--- src/rtl/ula_arbiter.sv ---
// ula_arbiter: shares one external 4-bit combinational ALU between N_REQ
// requesters. One operation in flight at a time: IDLE accepts, EXEC lets the
// ALU settle and captures its result, RESP holds the result until consumed.
module ula_arbiter #(
    parameter int N_REQ = 2,
    parameter bit RR    = 1'b1
) (
    input  logic               clk,
    input  logic               rst,
    input  logic [N_REQ-1:0]   req_valid,
    input  logic [4*N_REQ-1:0] req_a,
    input  logic [4*N_REQ-1:0] req_b,
    input  logic [3*N_REQ-1:0] req_op,
    output logic [N_REQ-1:0]   req_ready,
    output logic [3:0]         alu_a,
    output logic [3:0]         alu_b,
    output logic [2:0]         alu_op,
    input  logic [3:0]         alu_z,
    output logic               res_valid,
    input  logic               res_ready,
    output logic [3:0]         res_data,
    output logic [1:0]         res_id,
    output logic               res_err
);

    typedef enum logic [1:0] {
        IDLE = 2'd0,
        EXEC = 2'd1,
        RESP = 2'd2
    } state_t;

    state_t      state, next_state;
    logic [1:0]  ptr;
    logic [1:0]  gidx;
    logic        found;
    logic        accept;
    int unsigned start;
    int unsigned idx;

    // Arbitration: first asserted valid found scanning upward from the start index.
    always_comb begin
        found = 1'b0;
        gidx  = '0;
        idx   = 0;
        start = RR ? int'(ptr) : 0;
        for (int unsigned i = 0; i < N_REQ; i++) begin
            idx = (start + i) % N_REQ;
            if (!found && req_valid[idx]) begin
                found = 1'b1;
                gidx  = 2'(idx);
            end
        end
    end

    // Next state and the one-hot accept strobe (only offered in IDLE, never during reset).
    always_comb begin
        next_state = state;
        req_ready  = '0;
        accept     = 1'b0;
        case (state)
            IDLE: begin
                if (found && !rst) begin
                    req_ready  = N_REQ'(1) << gidx;
                    accept     = 1'b1;
                    next_state = EXEC;
                end
            end
            EXEC: next_state = RESP;
            RESP: begin
                if (res_ready) next_state = IDLE;
            end
            default: next_state = IDLE;
        endcase
    end

    // State register.
    always_ff @(posedge clk or posedge rst) begin
        if (rst) state <= IDLE;
        else     state <= next_state;
    end

    // Datapath: latch operands on accept, capture ALU result in EXEC, release in RESP.
    always_ff @(posedge clk or posedge rst) begin
        if (rst) begin
            ptr       <= '0;
            alu_a     <= '0;
            alu_b     <= '0;
            alu_op    <= '0;
            res_valid <= 1'b0;
            res_data  <= '0;
            res_id    <= '0;
            res_err   <= 1'b0;
        end else begin
            case (state)
                IDLE: begin
                    if (accept) begin
                        alu_a  <= req_a[4*gidx +: 4];
                        alu_b  <= req_b[4*gidx +: 4];
                        alu_op <= req_op[3*gidx +: 3];
                        res_id <= gidx;
                        if (RR) ptr <= (int'(gidx) == N_REQ-1) ? 2'd0 : gidx + 2'd1;
                    end
                end
                EXEC: begin
                    res_valid <= 1'b1;
                    if (alu_op >= 3'b101) begin
                        res_data <= '0;
                        res_err  <= 1'b1;
                    end else begin
                        res_data <= alu_z;
                        res_err  <= 1'b0;
                    end
                end
                RESP: begin
                    if (res_ready) res_valid <= 1'b0;
                end
                default: ;
            endcase
        end
    end

endmodule

--- config.mk ---
export PLATFORM = sky130hd
export DESIGN_NAME = ula_arbiter
export DESIGN_NICKNAME = d
export VERILOG_FILES = /design/src/rtl/ula_arbiter.sv
export SDC_FILE = /design/constraint.sdc
export NUM_CORES = 1
export LEC_CHECK = 0
export BUFFER_PORTS_ARGS = -buffer_cell sky130_fd_sc_hd__buf_2
export CORE_MARGIN = 5
export CORE_UTILIZATION = 43
export DETAILED_ROUTE_END_ITERATION = 12
export PLACE_DENSITY = 0.74
export SETUP_SLACK_MARGIN = 0.3
export SYNTH_ARGS = -nofsm -noshare
export SYNTH_HDL_FRONTEND = slang
export SYNTH_SLANG_ARGS = --single-unit
export TNS_END_PERCENT = 5
--- constraint.sdc ---
create_clock -name clk -period 1.8 [get_ports clk]
set_clock_uncertainty 0.2 [all_clocks]
set_input_delay 0.27 -clock clk [delete_from_list [all_inputs] [get_ports clk]]
set_output_delay 0.27 -clock clk [all_outputs]
set_load 0.05 [all_outputs]
==> results of run 1 <==
[timing repair]
item | CTS | global route
endpoints found under the hold margin | 15 | 0
endpoints found under the setup margin | 19 | 22
hold buffers | 7 | 0
pin swaps | 1 | 0
setup buffers | 3 | 0
gates resized for setup | 6 | 5
[cells in the final DEF, fill, tap and decap left out, drive strengths merged, types with 2 or more instances in the layout]
| cell | netlist | final |
|---|---|---|
| a21oi | 4 | 4 |
| a22o | 4 | 4 |
| a2bb2oi | 11 | 11 |
| buf | 4 | 55 |
| clkbuf | 2 | 7 |
| dfrtp | 21 | 21 |
| dlygate4sd3 | 0 | 7 |
| inv | 4 | 4 |
| nand2 | 2 | 2 |
| nor2 | 4 | 4 |
| o21a | 2 | 2 |
| o32ai | 11 | 11 |
[cell usage after synthesis, types with 2 or more instances]
| master | n |
|---|---|
| dfrtp_1 | 21 |
| o32ai_1 | 11 |
| a2bb2oi_2 | 9 |
| a21oi_1 | 4 |
| a22o_1 | 4 |
| nor2_1 | 4 |
| inv_1 | 3 |
| a2bb2oi_1 | 2 |
| buf_2 | 2 |
| clkbuf_1 | 2 |
| nand2_1 | 2 |
[metrics by stage]
| step | TNS [ns] | total power [mW] |
|---|---|---|
| after floorplan | 0 | 1.93 |
| after global placement | 0 | 2.25 |
| after detailed placement | 0 | 2.28 |
| after CTS | -0.0917 | 2.57 |
| after global routing | -0.248 | 2.70 |
| final | -0.0820 | 2.57 |
[sequential cells by signal, indices dropped and copies added (netlist names)]
register   count
res_valid      1
res_id         1
alu_a          4
ptr            1
res_data       4
alu_b          4
alu_op         3
res_err        1
state          2
[worst register-to-register path, stage by stage (launching register included)]
cell,delay [ns]
dfrtp_2,0.47
nor3_4,0.21
buf_4,0.14
buf_4,0.11
o21a_2,0.34
a2bb2oi_1,0.19
[report_power, final]
part | leakage, nW | switching, mW | internal, mW
clock | 0.0139 | 0.154 | 0.0847
combinational | 0.421 | 1.00 | 0.503
sequential | 0.239 | 0.158 | 0.675
[logic make-up after synthesis]
group | count (synthesis) | share of synthesized area (%)
simple gates | 11 | 6.59
compound gates | 35 | 34.6
other cells | 1 | 0.380
flops | 21 | 53.2
buf+inv | 10 | 5.20
[per-layer routing]
metal	up-vias	track usage, %
li1	428	-
met5	-	0
met4	0	6.29
met2	24	29.2
met1	439	18.0
met3	2	3.79
[final timing paths]
kind	startpoint	endpoint	slack, ns
worst max-delay path	state[0]$_DFFE_PP0P_	req_ready[1]	-0.05
worst min-delay path	req_b[3]	alu_b[3]$_DFFE_PP0P_	0.06
worst max register to register	state[0]$_DFFE_PP0P_	alu_op[2]$_DFFE_PP0P_	0.08
worst min register to register	res_data[3]$_DFFE_PP0P_	res_data[3]$_DFFE_PP0P_	0.32
max in group asynchronous	rst	alu_b[1]$_DFFE_PP0P_	0.63
min in group asynchronous	rst	alu_op[0]$_DFFE_PP0P_	0.33
[layout make-up]
type	count	area [um2]
multi-input cells	47	442
clock buffers	3	22.5
fillers	177	752
well taps	28	35.0
inverters	4	15.0
clock inverters	1	7.51
flip-flops and latches	21	528
repair buffers	66	410
==> summary.md, run 1 <==
| Metric | Value |
|---|---|
| Clock buffer depth | `2` |
| Synth Instances | `78` |
| Element type at the critical path start | `flip-flop` |
| Routed Antenna Nets | `0` |
| H-Tree Depth | `1` |
| Vias in the first global route | `947` |
| Critical path's top delay family | `flip-flops` |
| Prevailing post-synth register cell | `dfrtp_1` |
| Pins Over Slew Limit | `0` |
| Number of synthesized flops with an enable pin | `0` |
| Final period utilization | `103%` |
| VDD IR-drop max | `1.01 mV` |
| GP Congestion | `0.711` |
| P_leak | `0.674 nW` |
| Ys async rst share | `100%` |
| Largest net degree at the start of global routing | `14` |
| Unrepaired setup endpoints after global routing | `yes` |
| Die height | `57.9 um` |
| CP max-delay cell | `dfrtp_2` |
| Sink Count | `21` |
| Syn. warnings | `0` |
| Synthesized area | `987 um2` |
| Residual DRC | `0` |
| WP buf/inv | `1` |
| Drt wl/cell | `15.6 um` |
| Synth top area cells | `dfrtp_1 53%, a2bb2oi_2 14%, o32ai_1 9.8%` |
| Final Hold Fails | `0` |
| Grt total ovfl | `0` |
| Area Overhead vs Synth | `47.9%` |
| Peak Freq | `541 MHz` |
| Non-filler cells, final | `170` |
| Initial antenna violation count | `0` |
| Endpoints failing setup | `2` |
| Final HPWL DP | `1980 um` |
| Via-to-Cell Ratio | `5.25` |
| Number of synthesized register bits | `21` |
| Pre-CTS WS | `0.166 ns` |
| Share of layout cells above drive strength 1 | `57.7%` |
| Root Driver | `clkbuf_4` |
| Routed wl met2 | `1450 um` |
| Cell Rows | `17` |
| Final nets | `174` |
| Worst Setup End Kind | `primary output` |
| Post-Syn Nets | `109` |
| Cell Area, Placed | `0.00131 mm2` |
| Starting Density | `44.6%` |
| Register area share after synthesis | `53.2%` |
| Yosys top cell area share | `53.2%` |
| Pwr Density | `1760 mW/mm2` |
| Worst Path Max Fanout | `3` |
| Synth cell types | `25` |
| Skew-Pair Late Insertion Delay | `0.31 ns` |
| WL met1 | `1050 um` |
| Cell taking the most area after synthesis | `dfrtp_1` |
| Cell count after placement | `156` |
| Number of port buffers | `50` |
| Total CTS buffers | `3` |
| Initial DRT Pass Iterations | `4` |
| Number of diodes | `0` |
| TritonCTS clock tree | `done` |
| Crit path time final | `1.85 ns` |
| DRT iter0 DRCs | `10` |
| Routed wl met3 | `138 um` |
| WHS Path Cells | `3` |
| HP Class | `primary input to flip-flop` |
| Hold slack | `0.0580 ns` |
| Status | `finished with violations` |
| Slowest stage delay, CP | `0.47 ns` |
| Die width | `57.9 um` |
| Die area | `0.00335 mm2` |
| I/O Pins | `52` |
| Clock transition at path regs | `0.13 ns` |
| CP Data Required Time | `1.33 ns` |
| Violated checks | `negative setup slack` |
| CP Depth | `3` |
| Max_cap viols | `0` |
| PnR worst setup slack | `-0.0474 ns` |
| R2R depth | `5` |
| Worst Path Arrival | `1.38 ns` |
| Worst-path cell chain | `nor3_4 -> nor3b_4 -> buf_6` |
| Vias | `893` |
| DRT Wirelength | `2650 um` |
| Overall routing resource usage | `16.1%` |
| Max layer used | `met4` |
| WS Path Type | `flip-flop to primary output` |
| Synth Area per Inst | `12.7 um2` |
| Final core occ | `66.0%` |
| First-pass GRT wire length | `4170 um` |
| Design Area, Final | `0.00146 mm2` |
| Core area | `0.00221 mm2` |
No activity file was read; power rests on OpenSTA's default activity.
==> run 2, diff against run 1 <==
PLACE_DENSITY = 0.77   (was 0.74)
==> run 2 against run 1 <==
Effect of this change: the flow now finishes without violations; die area stayed put; via count is 0.78% lower; global-route usage is 0.13 points lower; total power is 1.6% lower; largest cell class unchanged; highest routed layer unchanged.
==> summary.md, run 2 (synthesis gave the netlist of run 1 again) <==
| Metric | Value |
|---|---|
| Number of port buffers | `50` |
| Die width | `57.9 um` |
| Final period utilization | `99.5%` |
| Vias in the first global route | `952` |
| Leading cell type in the layout, fill and taps excluded | `buf_2` |
| TritonCTS clock tree | `done` |
| First-pass GRT wire length | `4170 um` |
| Peak Freq | `558 MHz` |
| Launching point of the worst reg2reg path | `state[0]$_DFFE_PP0P_` |
| Critical Path Sink | `req_ready[1]` |
| Status | `completed` |
| Cell count after placement | `155` |
| I/O Pins | `52` |
| CP startpoint | `state[0]$_DFFE_PP0P_` |
| Top Registers | `alu_a x4, alu_b x4, res_data x4` |
| VDD IR-drop max | `1.06 mV` |
| Skew-Pair Late Insertion Delay | `0.29 ns` |
| Grt total ovfl | `0` |
| FF/Latch Area | `528 um2` |
| CP Data Required Time | `1.33 ns` |
| H-Tree Depth | `1` |
| Cell Rows | `17` |
| Initial DRT Pass Iterations | `5` |
| Final nets | `171` |
| WS Path Type | `flip-flop to primary output` |
| Drt wl/cell | `15.0 um` |
| Final Hold Fails | `0` |
| Element type at the critical path start | `flip-flop` |
| Root Driver | `clkbuf_4` |
| Clock transition at path regs | `0.11 ns` |
| Number of diodes | `0` |
| R2R depth | `4` |
| Largest net degree at the start of global routing | `13` |
| DRT Wirelength | `2510 um` |
| Endpoints failing setup | `0` |
| Initial antenna violation count | `0` |
| Fill cells | `193` |
| Cell Area, Placed | `0.00130 mm2` |
| Worst Path Max Fanout | `3` |
| Overall routing resource usage | `16.0%` |
| HP Class | `primary input to flip-flop` |
| R2R Setup Slk | `0.19 ns` |
| Clock buffer depth | `2` |
| GP Congestion | `0.819` |
| Design Area, Final | `0.00143 mm2` |
| R2r endpoint | `alu_b[3]$_DFFE_PP0P_` |
| Routed Antenna Nets | `0` |
| Die area | `0.00335 mm2` |
| Worst Setup End Kind | `primary output` |
| P_leak | `0.661 nW` |
| DRT iter0 DRCs | `9` |
| Sink Count | `21` |
| Residual DRC | `0` |
| Core area | `0.00221 mm2` |
| Die height | `57.9 um` |
| Total CTS buffers | `3` |
| Vias | `886` |
| Non-filler cells, final | `167` |
| Final HPWL DP | `1900 um` |
| Most frequent cells in the layout | `47 x buf_2, 19 x dfrtp_1, 11 x o32ai_1` |
| Share of layout cells above drive strength 1 | `57.6%` |
| Max_cap viols | `0` |
| Worst Path Arrival | `1.32 ns` |
| Hold slack | `0.0135 ns` |
| Starting Density | `44.6%` |
| Area Overhead vs Synth | `44.7%` |
| Pwr Density | `1770 mW/mm2` |
| Crit path time final | `1.79 ns` |
| Unrepaired setup endpoints after global routing | `yes` |
| Multi-input logic area | `442 um2` |
| Via-to-Cell Ratio | `5.31` |
| Pins Over Slew Limit | `0` |
[run 2: cell count changes in the layout (fill, tap and decap cells not counted), moves of 2 or more]
cell           before  now
clkbuf_4            7    4
buf_2              44   47
dlygate4sd3_1       7    5
buf_4               9    7
[run 2: metal layers]
metal | GRT usage [%] | wire (um) | up-vias | share of wire (%)
met2 | 29.0 | 1330 | 34 | 53
met1 | 18.3 | 992 | 429 | 40
li1 | - | - | 421 | -
met5 | 0 | 0 | - | 0
met3 | 3.79 | 170 | 2 | 6.8
met4 | 4.97 | 20 | 0 | 0.80
[run 2: repair_timing]
action | 4_1_cts | 5_1_grt
hold buffers | 4 | 1
resized for setup | 5 | 5
endpoints found under the hold margin | 12 | 1
pin swaps | 1 | 0
setup buffers | 3 | 0
setup endpoints to repair | 17 | 22
[run 2: final cells by class]
class	instances	area share [%]
clock buffer	4	1.84
inverter	4	1.05
multi-input combinational	47	30.9
sequential	21	37.0
tap	28	2.45
timing repair buffer	63	26.8
[run 2: worst min path at each step]
| stage | from | to | slack, ns | depth (start not counted) |
|---|---|---|---|---|
| 6_report | res_ready | state[1]$_DFFE_PP0P_ | 0.01 | 4 |
| 5_1_grt | res_ready | state[1]$_DFFE_PP0P_ | 0.02 | 4 |
| 4_1_cts | alu_z[2] | res_data[2]$_DFFE_PP0P_ | 0.001 | 2 |
| 3_5_place_dp | rst | state[1]$_DFFE_PP0P_ | 0.11 | 2 |
| 3_3_place_gp | rst | state[1]$_DFFE_PP0P_ | 0.1 | 2 |
| 2_1_floorplan | rst | alu_a[0]$_DFFE_PP0P_ | 0.05 | 1 |
[run 2: through the flow]
step	total power [mW]	setup TNS [ns]	setup WS (ns)	utilization, %
final	2.53	0	0.00842	64.6
after global routing	2.68	-0.118	-0.0621	64.6
after CTS	2.52	-0.0108	-0.0108	63.5
after detailed placement	2.27	0	0.172	58.8
after global placement	2.24	0	0.186	58.8
after floorplan	1.93	0	0.0992	-
[run 2: worst max-delay path: stages (launching register included)]
cell	delay [ns]
dfrtp_2	0.46
nor3_4	0.19
nor3b_4	0.20
buf_6	0.18
[run 2: where the power goes]
part | switching, mW | internal (mW) | leakage [nW]
Combinational | 1.00 | 0.491 | 0.406
Sequential | 0.152 | 0.676 | 0.239
Clock | 0.128 | 0.0861 | 0.0150
